===== src/rtl/digct_seq_ctrl.sv =====
// rtl/digct_seq_ctrl.sv - vector sequencer and self-checker for the DigCt datapath
//
// Holds a loadable table of DEPTH five-bit stimulus vectors, each with a
// three-bit expected response. A run applies each vector to DigCt for HOLD
// cycles and samples DigCt's outputs on the last edge of that window, so
// DigCt may have up to HOLD-1 cycles of output latency.
//
// Optional feature macro: DIGCT_SEQ_CMP_EN
//   defined   : expected-value table, comparator, err_cnt_o, fail_idx_o and
//               pass_o are built.
//   undefined : pure sequencer. wr_exp_i and dut_out_i are ignored,
//               err_cnt_o / fail_idx_o stay 0, pass_o is 1 at done_o.
//
// Ports:
//   clk_i       clock, rising edge
//   rst_i       synchronous active-high reset
//   wr_en_i     table write strobe (honoured in IDLE only)
//   wr_addr_i   table entry index
//   wr_vec_i    stimulus vector, bit 4 = IN1 ... bit 0 = IN5
//   wr_exp_i    expected response, bit 2 = OUT1 ... bit 0 = OUT3
//   start_i     begin a run (honoured in IDLE only)
//   abort_i     stop a run; wins over start_i in IDLE
//   dut_in_o    {IN1..IN5} to DigCt, registered
//   dut_out_i   {OUT1..OUT3} from DigCt
//   busy_o      high while vectors are being applied
//   done_o      one-cycle pulse at run completion
//   pass_o      no mismatches in the completed run
//   err_cnt_o   number of mismatching vectors in the last run
//   fail_idx_o  index of the first mismatching vector

module digct_seq_ctrl #(
  parameter int DEPTH = 32,
  parameter int AW    = 5,
  parameter int HOLD  = 2
) (
  input  logic          clk_i,
  input  logic          rst_i,
  input  logic          wr_en_i,
  input  logic [AW-1:0] wr_addr_i,
  input  logic [4:0]    wr_vec_i,
  input  logic [2:0]    wr_exp_i,
  input  logic          start_i,
  input  logic          abort_i,
  output logic [4:0]    dut_in_o,
  input  logic [2:0]    dut_out_i,
  output logic          busy_o,
  output logic          done_o,
  output logic          pass_o,
  output logic [AW:0]   err_cnt_o,
  output logic [AW-1:0] fail_idx_o
);

  // Hold counter needs at least one bit even when HOLD == 1.
  localparam int            HW        = (HOLD > 1) ? $clog2(HOLD) : 1;
  localparam logic [HW-1:0] HOLD_LAST = HW'(HOLD - 1);
  localparam logic [AW-1:0] IDX_LAST  = AW'(DEPTH - 1);

  typedef enum logic [1:0] {
    ST_IDLE  = 2'd0,
    ST_APPLY = 2'd1,
    ST_FIN   = 2'd2
  } state_e;

  state_e        state_q, state_d;
  logic [AW-1:0] idx_q, idx_d;
  logic [HW-1:0] hold_q, hold_d;
  logic [4:0]    dut_in_q, dut_in_d;
  logic [AW:0]   err_cnt_q, err_cnt_d;
  logic [AW-1:0] fail_idx_q, fail_idx_d;
  logic          pass_q, pass_d;

  logic          run_accept;  // START accepted this cycle
  logic          last_cmp;    // final edge of the current hold window
  logic          mismatch;    // sampled DigCt output differs from expectation

  // Stimulus table: not reset, written only while idle.
  logic [4:0] vec_mem [DEPTH];

  always_ff @(posedge clk_i) begin
    if (wr_en_i && (state_q == ST_IDLE)) begin
      vec_mem[wr_addr_i] <= wr_vec_i;
    end
  end

`ifdef DIGCT_SEQ_CMP_EN
  logic [2:0] exp_mem [DEPTH];

  always_ff @(posedge clk_i) begin
    if (wr_en_i && (state_q == ST_IDLE)) begin
      exp_mem[wr_addr_i] <= wr_exp_i;
    end
  end

  assign mismatch = (dut_out_i != exp_mem[idx_q]);
`else
  // No expectation storage: nothing can mismatch, so err_cnt/fail_idx
  // never leave their cleared value and pass is 1 at completion.
  logic unused_cmp_inputs;
  assign unused_cmp_inputs = ^{wr_exp_i, dut_out_i};
  assign mismatch          = 1'b0;
`endif

  assign run_accept = start_i && !abort_i;
  assign last_cmp   = (hold_q == HOLD_LAST);

  // FSM: state register
  always_ff @(posedge clk_i) begin
    if (rst_i) begin
      state_q <= ST_IDLE;
    end else begin
      state_q <= state_d;
    end
  end

  // FSM: next state
  always_comb begin
    state_d = state_q;
    case (state_q)
      ST_IDLE: begin
        if (run_accept) begin
          state_d = ST_APPLY;
        end
      end
      ST_APPLY: begin
        if (abort_i) begin
          state_d = ST_IDLE;
        end else if (last_cmp && (idx_q == IDX_LAST)) begin
          state_d = ST_FIN;
        end
      end
      ST_FIN: begin
        state_d = ST_IDLE;
      end
      default: begin
        state_d = ST_IDLE;
      end
    endcase
  end

  // FSM: outputs decoded from the state register
  always_comb begin
    busy_o = 1'b0;
    done_o = 1'b0;
    case (state_q)
      ST_APPLY: busy_o = 1'b1;
      ST_FIN:   done_o = 1'b1;
      default: begin
        busy_o = 1'b0;
        done_o = 1'b0;
      end
    endcase
  end

  // Datapath next-state: vector index, hold counter, registered stimulus
  // and result registers.
  always_comb begin
    idx_d      = idx_q;
    hold_d     = hold_q;
    dut_in_d   = dut_in_q;
    err_cnt_d  = err_cnt_q;
    fail_idx_d = fail_idx_q;
    pass_d     = pass_q;
    case (state_q)
      ST_IDLE: begin
        dut_in_d = 5'd0;
        if (run_accept) begin
          idx_d      = '0;
          hold_d     = '0;
          err_cnt_d  = '0;
          fail_idx_d = '0;
          pass_d     = 1'b0;
          dut_in_d   = vec_mem[0];
        end
      end
      ST_APPLY: begin
        if (abort_i) begin
          // Partial err_cnt/fail_idx are kept; pass stays 0.
          dut_in_d = 5'd0;
        end else if (last_cmp) begin
          hold_d    = '0;
          idx_d     = idx_q + 1'b1;
          err_cnt_d = err_cnt_q + {{AW{1'b0}}, mismatch};
          if (mismatch && (err_cnt_q == '0)) begin
            fail_idx_d = idx_q;
          end
          if (idx_q == IDX_LAST) begin
            // Result is registered together with the move to FIN so it is
            // valid in the same cycle as done_o.
            dut_in_d = 5'd0;
            pass_d   = (err_cnt_d == '0);
          end else begin
            dut_in_d = vec_mem[idx_d];
          end
        end else begin
          hold_d = hold_q + 1'b1;
        end
      end
      ST_FIN: begin
        dut_in_d = 5'd0;
      end
      default: begin
        dut_in_d = 5'd0;
      end
    endcase
  end

  always_ff @(posedge clk_i) begin
    if (rst_i) begin
      idx_q      <= '0;
      hold_q     <= '0;
      dut_in_q   <= '0;
      err_cnt_q  <= '0;
      fail_idx_q <= '0;
      pass_q     <= 1'b0;
    end else begin
      idx_q      <= idx_d;
      hold_q     <= hold_d;
      dut_in_q   <= dut_in_d;
      err_cnt_q  <= err_cnt_d;
      fail_idx_q <= fail_idx_d;
      pass_q     <= pass_d;
    end
  end

  assign dut_in_o   = dut_in_q;
  assign err_cnt_o  = err_cnt_q;
  assign fail_idx_o = fail_idx_q;
  assign pass_o     = pass_q;

endmodule

===== config.mk =====
export PLATFORM = sky130hd
export DESIGN_NAME = digct_seq_ctrl
export DESIGN_NICKNAME = d
export VERILOG_FILES = /design/src/rtl/digct_seq_ctrl.sv
export SDC_FILE = /design/constraint.sdc
export NUM_CORES = 1
export LEC_CHECK = 0
export CORE_ASPECT_RATIO = 1.4
export CORE_MARGIN = 10
export CORE_UTILIZATION = 35
export DETAILED_ROUTE_END_ITERATION = 8
export GPL_ROUTABILITY_DRIVEN = 1
export SLEW_MARGIN = 0
export SYNTH_ARGS = -nofsm -noshare
export SYNTH_HDL_FRONTEND = slang
export SYNTH_SLANG_ARGS = --single-unit

===== constraint.sdc =====
create_clock -name clk_i -period 2.2 [get_ports clk_i]
set_clock_uncertainty 0.1 [all_clocks]
set_input_delay 0.22 -clock clk_i [delete_from_list [all_inputs] [get_ports clk_i]]
set_output_delay 0.22 -clock clk_i [all_outputs]
set_load 0.05 [all_outputs]

Yosys cells after proc, flatten, opt, wreduce, memory -nomap -nowiden

Memory sizes are Yosys's and may differ from the RTL's.
Cells that the tools add are included.

Bits in registers: 14
Bits in latches: 0
RAM bits: 160
Bits in read-only memories: 0
Bits of input ports: 21
Output and inout port bits: 19
Memories: 1

Add/sub/neg operators: 2
Multipliers: 0
Divide/modulo/power cells: 0
Order comparisons: 0
Eq/ne operators: 9
Shift operators: 0
Mux-type cells: 25
Bitwise operators: 0
Reduce and logical (&&, ||, !) cells: 10

Memories:

| name    | words | bits a word | rd ports | clocked after memory_dff | write ports | line | text |
|---|---|---|---|---|---|---|---|
| vec_mem | 32    | 5           | 2        | 0                        | 1           | 77   | `logic [4:0] vec_mem [DEPTH];` |

Operator list:

| cell                | count |
|---|---|
| $mux 5              | 7 |
| $pmux 5 s2          | 2 |
| $mux 1              | 10 |
| $ne 2x2->1 const B  | 4 |
| $mux 2              | 3 |
| $ne 3x3->1 const B  | 2 |
| $add 5x1->5 const B | 1 |
| $eq 5x5->1 const B  | 1 |
| $reduce_and 5->1    | 1 |
| $pmux 1 s2          | 2 |
| $pmux 2 s2          | 1 |
| $reduce_and 4->1    | 1 |
| $logic_and 1x1->1   | 3 |
| $reduce_and 3->1    | 1 |
| $eq 2x1->1 const B  | 1 |
| $eq 2x2->1 const B  | 1 |
| $logic_not 2->1     | 1 |
| $reduce_and 2->1    | 1 |
| $reduce_bool 2->1   | 1 |
| $add 1x1->1 const B | 1 |
| $logic_not 1->1     | 1 |

Longest topological paths before layout

Gate-level depths: netlist (run 1).
An unclocked memory read counts as a cell.

Depth after elaboration: 6
Depth in mapped cells: 9
Depth with buffers taken out: 6

Worst setup path before layout (run 1)

No wires, ideal clock.

Kind: reg-to-reg
From: register idx_q[0]
To: register dut_in_q[1] (netlist: dut_in_o[1])
Library setup time: 0.084 ns
Data arrival time: 1.873 ns
Path slack: 0.143 ns
Cell stages (with the launch flop): 7
Cell sequence: dfxtp_1 -> ha_1 -> and3_1 -> ha_1 -> or4b_1 -> a21o_1 -> o31ai_2

Cells in the longest elaborated chain, start to end: 6
Elaborated cells on any way between the ends: 7
Classes of those cells: add/sub (1); eq/ne (1); mux (4); memory (1)

RTL lines:

| what                   | line | text |
|---|---|---|
| start, declared        | 65   | `logic [AW-1:0] idx_q, idx_d;` |
| start signal, assigned | 216  | `idx_q <= idx_d;` |
| $add 5x1->5            | 181  | `idx_d = idx_q + 1'b1;` |
| $mem_v2 32x5           | n/a  |  |
| $mux 5 (*)             | 186  | `if (idx_q == IDX_LAST) begin` |
| $mux 5 (*)             | 179  | `end else if (last_cmp) begin` |
| $mux 5 (*)             | 176  | `if (abort_i) begin` |
| $pmux 5 s2 (*)         | 163  | `case (state_q)` |
| end signal, assigned   | 218  | `dut_in_q <= dut_in_d;` |
| end, declared          | 67   | `logic [4:0] dut_in_q, dut_in_d;` |

Mark *: on every way between the ends. The rest lies on a longest branch, timed or not. The select of a mux whose other input is x is not followed.
A chain may end at the register's enable or synchronous reset.

Worst setup path in the final report (run 1)

From: register idx_q[1]
To: register dut_in_q[4] (netlist: dut_in_o[4])

Same word-level chain as after synthesis.

==> flow_summary.yaml, run 1 <==
run_status:
  run_status: "finished, final reports clean"
critical_path:
  worstReg2RegStart: "idx_q[1]"
  critPathLaunch: "idx_q[1]"
  cp.arrival_ps: 2300
  r2r_cells: 8
  crit_fanout: 14
  cp.required_ps: 2430
  rr_endpoint: "dut_in_o[4]"
  crit_end: "dut_in_o[4]"
  crit_path_end_kind: "register"
  r2r_setup_slack_ps: 130
  critical_path_class: "reg -> reg"
  worst_setup_path_start_kind: "register"
die:
  ios: 40
  start_util_pct: 35.4
  fp.dieW_um: 141
  num_rows: 62
  die_y_um: 190
  coreArea_mm2: 0.0204
  dieArea_mm2: 0.0269
sta:
  finalSetupViolations: 0
  max_freq_ghz: 0.484
  fin_crit_ps: 2070
  worst_pin_slew_ps: 521
  finalHoldViolations: 0
  finalMaxSlewViolations: 0
  slew_headroom_pct: 65.1
  rsz0062_at_grt: "no"
  tns_ps: 0
  post-route-period-util_pct: 93.9
clock_tree:
  cts_tree: "done"
  clockBufferDepth: 2
  clkTransAtPathRegs_ps: 70
  clk_latency_ps: 420
  clockRootBuffer: "clkbuf_16"
  hold_buffers: 0
  numCtsBuffers: 17
  htreeDepth: 4
  clock_sinks: 174
route:
  drt-vias-per-instance: 5.03
  wl_per_cell_um: 19.1
  ant_nets: 0
  routed_wl_mm: 14.9
  dr.pass1.iters: 5
  drt_iter0_drc: 298
  drc: 0
  via_count: 3930
pwr:
  finalPower_w: 0.00708
  ir_drop_mv: 0.570
  pwr-share-seq_pct: 51.3
  net-switching-power_w: 0.00146
  power.leakage_nw: 2.82
  p_comb_share_pct: 3.4
  p_int_w: 0.00563
  switching_share_pct: 20.5
  pwr-share-clk_pct: 45.2
  power.density_mw_per_mm2: 817
global_route:
  grt-ovfl-total: 0
  grt_pass1_wl_mm: 23.1
  met2_usage_pct: 19.8
  grt_pass1_vias: 4138
  busiest_layer: "met2"
  grt_max_degree: 33
  use_met3_pct: 2.72
  grt.met1_usage_pct: 12.3
  antenna_found_initial: 0
  grtUsageTotal_pct: 11.2
final_layout:
  fill_cells: 1781
  fin_area_mm2: 0.00867
  nets: 535
  drive_gt1_share_pct: 24.2
  antennaDiodeCount: 0
  fin_util_pct: 42.5
  area_growth_pct: 20.0
logic_synthesis:
  yosysSeqAreaShare_pct: 70.4
  syn_inst: 443
  yosys.cell_types.count: 42
  synth_edf_count: 160
  synth_seq_cells: 174
  synthArstFlopShare_pct: 0
  synth_area_per_cell_um2: 16.3
  synth_area_mm2: 0.00722
  yosysWarnings: 0
  synthFlopType: "edfxtp_1"
placement:
  placed_area_mm2: 0.00800
  place_congestion: 0.801
  portBuffers: 22
  place.detailed.hpwl_mm: 10.1
min_path:
  holdCritStartpoint: "idx_q[4]"
  min_path_type: "reg -> reg"
flow_run:
  maxCapViolCount: 0
==> final cells by class <==
type | instances | area (um^2) | share of cell area [%]
flip-flops and latches | 174 | 5090 | 58.6
multi-input cells | 246 | 1970 | 22.7
repair buffers | 71 | 654 | 7.55
clock buffers | 18 | 429 | 4.95
well taps | 256 | 320 | 3.69
clock inverters | 14 | 205 | 2.37
inverters | 2 | 7.51 | 0.0866
==> critical path, cell delays in order (launching register included) <==
cell	delay, ps
dfxtp_1	410
ha_4	260
buf_12	160
buf_12	150
mux2i_1	140
nand3_1	110
nand4_1	170
a21o_1	240
o31ai_2	220
==> cells in the mapped netlist (2+ instances only) <==
master	count	area [um^2]
a21o_1	5	37.5
a21oi_1	8	40.0
a22o_1	2	17.5
a22oi_1	6	45.0
and2_1	3	18.8
and3_1	3	18.8
and3b_1	4	35.0
buf_2	4	20.0
buf_4	14	105
buf_6	8	90.1
clkbuf_1	5	18.8
dfxtp_1	14	280
edfxtp_1	160	4800
ha_1	2	25.0
inv_1	2	7.51
mux2i_1	21	210
mux4_2	30	676
nand2_1	37	139
nand3_1	27	135
nand3b_1	8	60.1
nand4_1	6	37.5
nor2_1	43	161
nor2b_1	2	12.5
o21ai_0	6	30.0
o31ai_2	4	50.1
or3_1	3	18.8
==> sequential cells by signal, indices dropped and copies added (netlist names) <==
signal,flops
vec_mem,160
dut_in_o,5
idx_q,5
state_q,2
hold_q,1
pass_o,1
==> worst min path at each step <==
| stage | depth (start not counted) | slack (ps) | end |
|---|---|---|---|
| global route | 3 | 400 | idx_q[0] |
| finish | 1 | 390 | idx_q[4] |
| CTS | 3 | 370 | idx_q[0] |
| global placement | 1 | 370 | idx_q[4] |
| floorplan | 1 | 190 | pass_o |
| detailed placement | 1 | 380 | idx_q[4] |
==> stage by stage <==
stage                     instances  hold WS (ps)  setup slack, ps
after floorplan                 453           189              143
after global placement          749           366             42.1
after detailed placement        749           376             34.3
after CTS                       781           371             3.15
after global routing            781           401             53.2
final                           781           393              134
==> per-layer routing <==
| metal | part of all wire [%] | vias up |
|---|---|---|
| li1 | - | 1835 |
| met1 | 39 | 1969 |
| met2 | 53 | 111 |
| met3 | 5.0 | 15 |
| met4 | 2.0 | 0 |
| met5 | 0 | - |
==> placed cells by master (no fill, tap or decap), types with 3 or more instances in the layout <==
cell type,Yosys,final
a21o_1,5,5
a21oi_1,8,4
a21oi_2,0,4
a22oi_1,6,6
and2_1,3,3
and3_1,3,3
and3b_1,4,4
buf_12,0,5
buf_4,14,44
bufinv_16,0,4
clkbuf_16,0,17
clkdlybuf4s50_1,0,20
clkinvlp_4,0,3
conb_1,1,11
dfxtp_1,14,13
edfxtp_1,160,160
inv_6,0,3
mux2i_1,21,21
mux4_2,30,30
nand2_1,37,37
nand3_1,27,27
nand3b_1,8,8
nand4_1,6,6
nor2_1,43,43
o21ai_0,6,6
o31ai_2,4,4
or3_1,3,3
==> cells by family (layout without fill, tap and decap cells) <==
logic type      Yosys count  in the layout  synth area share, %
flops                   174            174                 70.4
simple gates            146            146                 9.87
mux                      51             51                 12.3
compound gates           33             33                 3.27
buf+inv                  33            105                 3.34
xor+xnor                  3              3                0.468
fa+ha+maj                 2              2                0.346
other cells               1             11               0.0519
==> power by group through the flow <==
stage	Sequential (W)	Clock [W]	Combinational, W
6_report	0.00364	0.00320	0.000244
5_1_grt	0.00364	0.00339	0.000264
4_1_cts	0.00364	0.00326	0.000245
3_5_place_dp	0.00371	0	0.000244
3_3_place_gp	0.00371	0	0.000238
2_1_floorplan	0.00372	0	0.000119
==> repair_timing <==
action	4_1_cts	5_1_grt
resized for setup	0	9
endpoints found under the setup margin	0	5
buffers inserted	0	0
(Power assumes the default switching activity.)
==> inputs of run 2 (changes only) <==
==> constraint.sdc (replaced) <==
create_clock -name clk_i -period 2.2 [get_ports clk_i]
set_clock_uncertainty 0.1 [all_clocks]
set_input_delay 0.44 -clock clk_i [delete_from_list [all_inputs] [get_ports clk_i]]
set_output_delay 0.44 -clock clk_i [all_outputs]
set_load 0.05 [all_outputs]
==> run 2 against run 1 <==
Combinational power is 3% higher. Maximum frequency is 3.4% lower. Sequential cell count unchanged. Worst hold slack worse by 22 ps. Clock-buffer cell count down 1. Sequential power barely moved. Via count rose by 2.2%. Final cell count increased by 2.2%. Total power decreased by 2.3%. Register-to-register slack got worse by 40 ps. Sequential share of layout area decreased by 0.75 points. Clock power shrank 5%. Largest cell class unchanged.
==> flow_summary.yaml, run 2 (same netlist as run 1, synthesis figures left out) <==
pwr:
  pwr-share-seq_pct: 52.5
  ir_drop_mv: 0.532
  power.leakage_nw: 2.90
  net-switching-power_w: 0.00157
  switching_share_pct: 22.7
  p_int_w: 0.00535
  pwr-share-clk_pct: 43.8
  p_comb_share_pct: 3.6
  power.density_mw_per_mm2: 788
flow_run:
  maxCapViolCount: 0
critical_path:
  worstReg2RegStart: "idx_q[1]"
  crit_family: "buffers and inverters"
  rr_endpoint: "dut_in_o[1]"
  critical_path_class: "reg -> out"
  slowest_stage: "clkdlybuf4s50_1"
  crit_path_end_kind: "primary output"
  crit_chain: "clkdlybuf4s50_1"
  critPathMaxStageDelay_ps: 820
  r2r_cells: 7
  cp.required_ps: 1660
  worst-path-buf-inv: 1
  r2r_setup_slack_ps: 90
  crit_fanout: 2
  cp.arrival_ps: 1600
  worst_setup_path_start_kind: "register"
die:
  start_util_pct: 35.4
  dieArea_mm2: 0.0269
  die_y_um: 190
  fp.dieW_um: 141
  ios: 40
  coreArea_mm2: 0.0204
  num_rows: 62
sta:
  rsz0062_at_grt: "no"
  post-route-period-util_pct: 97.2
  max_freq_ghz: 0.468
  worst_pin_slew_ps: 525
  fin_crit_ps: 2140
  finalSetupViolations: 0
  setup_slack_ps: 61.5
  finalHoldViolations: 0
  slew_headroom_pct: 64.9
  finalMaxSlewViolations: 0
min_path:
  min_to: "pass_o"
  hold_path_depth: 2
  min_path_type: "reg -> reg"
  holdCritStartpoint: "pass_o"
placement:
  place.detailed.hpwl_mm: 10.1
  dp_worst_setup_slack_ps: -1.57
  portBuffers: 22
  placed_area_mm2: 0.00809
  place_congestion: 0.795
final_layout:
  nets: 552
  area_growth_pct: 21.6
  largest-register: "vec_mem"
  largest_reg_flops: 160
  mostFrequentLayoutCells: "edfxtp_1 (160), buf_4 (61), nor2_1 (43)"
  final_common_cell: "edfxtp_1"
  antennaDiodeCount: 0
  fin_util_pct: 43.1
  fin_area_mm2: 0.00878
  fill_cells: 1768
  drive_gt1_share_pct: 26.6
route:
  via_count: 4015
  wl_per_cell_um: 18.6
  drc: 0
  drt_iter0_drc: 350
  dr.pass1.iters: 4
  drt-vias-per-instance: 5.03
  routed_wl_mm: 14.9
  ant_nets: 0
clock_tree:
  clkTransAtPathRegs_ps: 70
  clk_latency_ps: 430
  htreeDepth: 4
  numCtsBuffers: 17
  clockRootBuffer: "clkbuf_16"
  clock_sinks: 174
  clockBufferDepth: 2
  cts_tree: "done"
  hold_buffers: 0
global_route:
  grt_pass1_wl_mm: 23.2
  grt-ovfl-total: 0
  antenna_found_initial: 0
  grtUsageTotal_pct: 11.2
  grt_pass1_vias: 4128
  grt_max_degree: 39
run_status:
  run_status: "finished, final reports clean"
run 2: cell count changes in the layout (fill, tap and decap cells not counted), moves of 2 or more:
cell and delta:
buf_4 +17, inv_8 +6, bufinv_16 -3, inv_6 -3, clkinv_4 +2, clkinv_8 +2
clkinvlp_4 -2
run 2: layout make-up:
cell class,instances,area (um^2),share of cell area (%)
inverter,2,7.51,0.0855
clock inverter,15,186,2.12
clock buffer,17,425,4.84
timing repair buffer,88,806,9.17
tap,256,320,3.65
multi-input combinational,246,1950,22.2
sequential,174,5090,57.9
run 2: worst min-delay path, stage by stage (launching register included):
cell and delay [ps]:
dfxtp_1 320, nand2_1 60, a21oi_1 50
run 2: power groups by stage:
stage               Clock (W)  Combinational [W]  Sequential (W)
floorplan                   0           0.000119         0.00372
global placement            0           0.000245         0.00371
detailed placement          0           0.000252         0.00371
CTS                   0.00308           0.000253         0.00364
global route          0.00324           0.000272         0.00364
finish                0.00303           0.000252         0.00364
run 2: repair_timing:
action | in CTS | in global routing
resized for setup | 0 | 5
setup buffers | 0 | 7
hold endpoints to repair | 0 | 0
setup endpoints to repair | 0 | 4
run 2: stage by stage:
| step | total power, W | hold WS [ps] | std cells | TNS (ps) |
|---|---|---|---|---|
| final | 0.00692 | 370 | 798 | 0 |
| after global routing | 0.00715 | 415 | 798 | 0 |
| after CTS | 0.00697 | 374 | 791 | 0 |
| after detailed placement | 0.00396 | 363 | 759 | -7.14 |
| after global placement | 0.00396 | 365 | 759 | 0 |
| after floorplan | 0.00383 | 349 | 453 | 0 |
run 2: worst max-delay path by stage:
stage	start	endpoint	cells after the start
finish	dut_in_o[3]	dut_in_o[3]	1
floorplan	idx_q[0]	dut_in_o[1]	6
global placement	abort_i	dut_in_o[0]	5
detailed placement	wr_en_i	vec_mem[24][1]	6
CTS	idx_q[1]	dut_in_o[1]	7
global route	idx_q[1]	dut_in_o[2]	7
run 2: layer usage:
metal | GRT usage [%] | vias to the layer above | wire length (um) | part of all wire (%)
met5 | 0 | - | 0 | 0
met4 | 4.49 | 0 | 274 | 1.8
met3 | 2.54 | 18 | 530 | 3.6
met1 | 12.5 | 2037 | 6110 | 41
met2 | 20.0 | 90 | 7940 | 53
li1 | - | 1870 | - | -
==> inputs of run 3 (changes only) <==
--- a/config.mk
+++ b/config.mk
@@ -8,9 +8,10 @@
 export CORE_ASPECT_RATIO = 1.4
 export CORE_MARGIN = 10
 export CORE_UTILIZATION = 35
+export CTS_CLUSTER_SIZE = 24
 export DETAILED_ROUTE_END_ITERATION = 8
 export GPL_ROUTABILITY_DRIVEN = 1
-export SLEW_MARGIN = 0
+export SLEW_MARGIN = 30
 export SYNTH_ARGS = -nofsm -noshare
 export SYNTH_HDL_FRONTEND = slang
 export SYNTH_SLANG_ARGS = --single-unit
==> results of run 3 <==
Same layout as run 2: the final DEF is identical, and so are final timing and power.
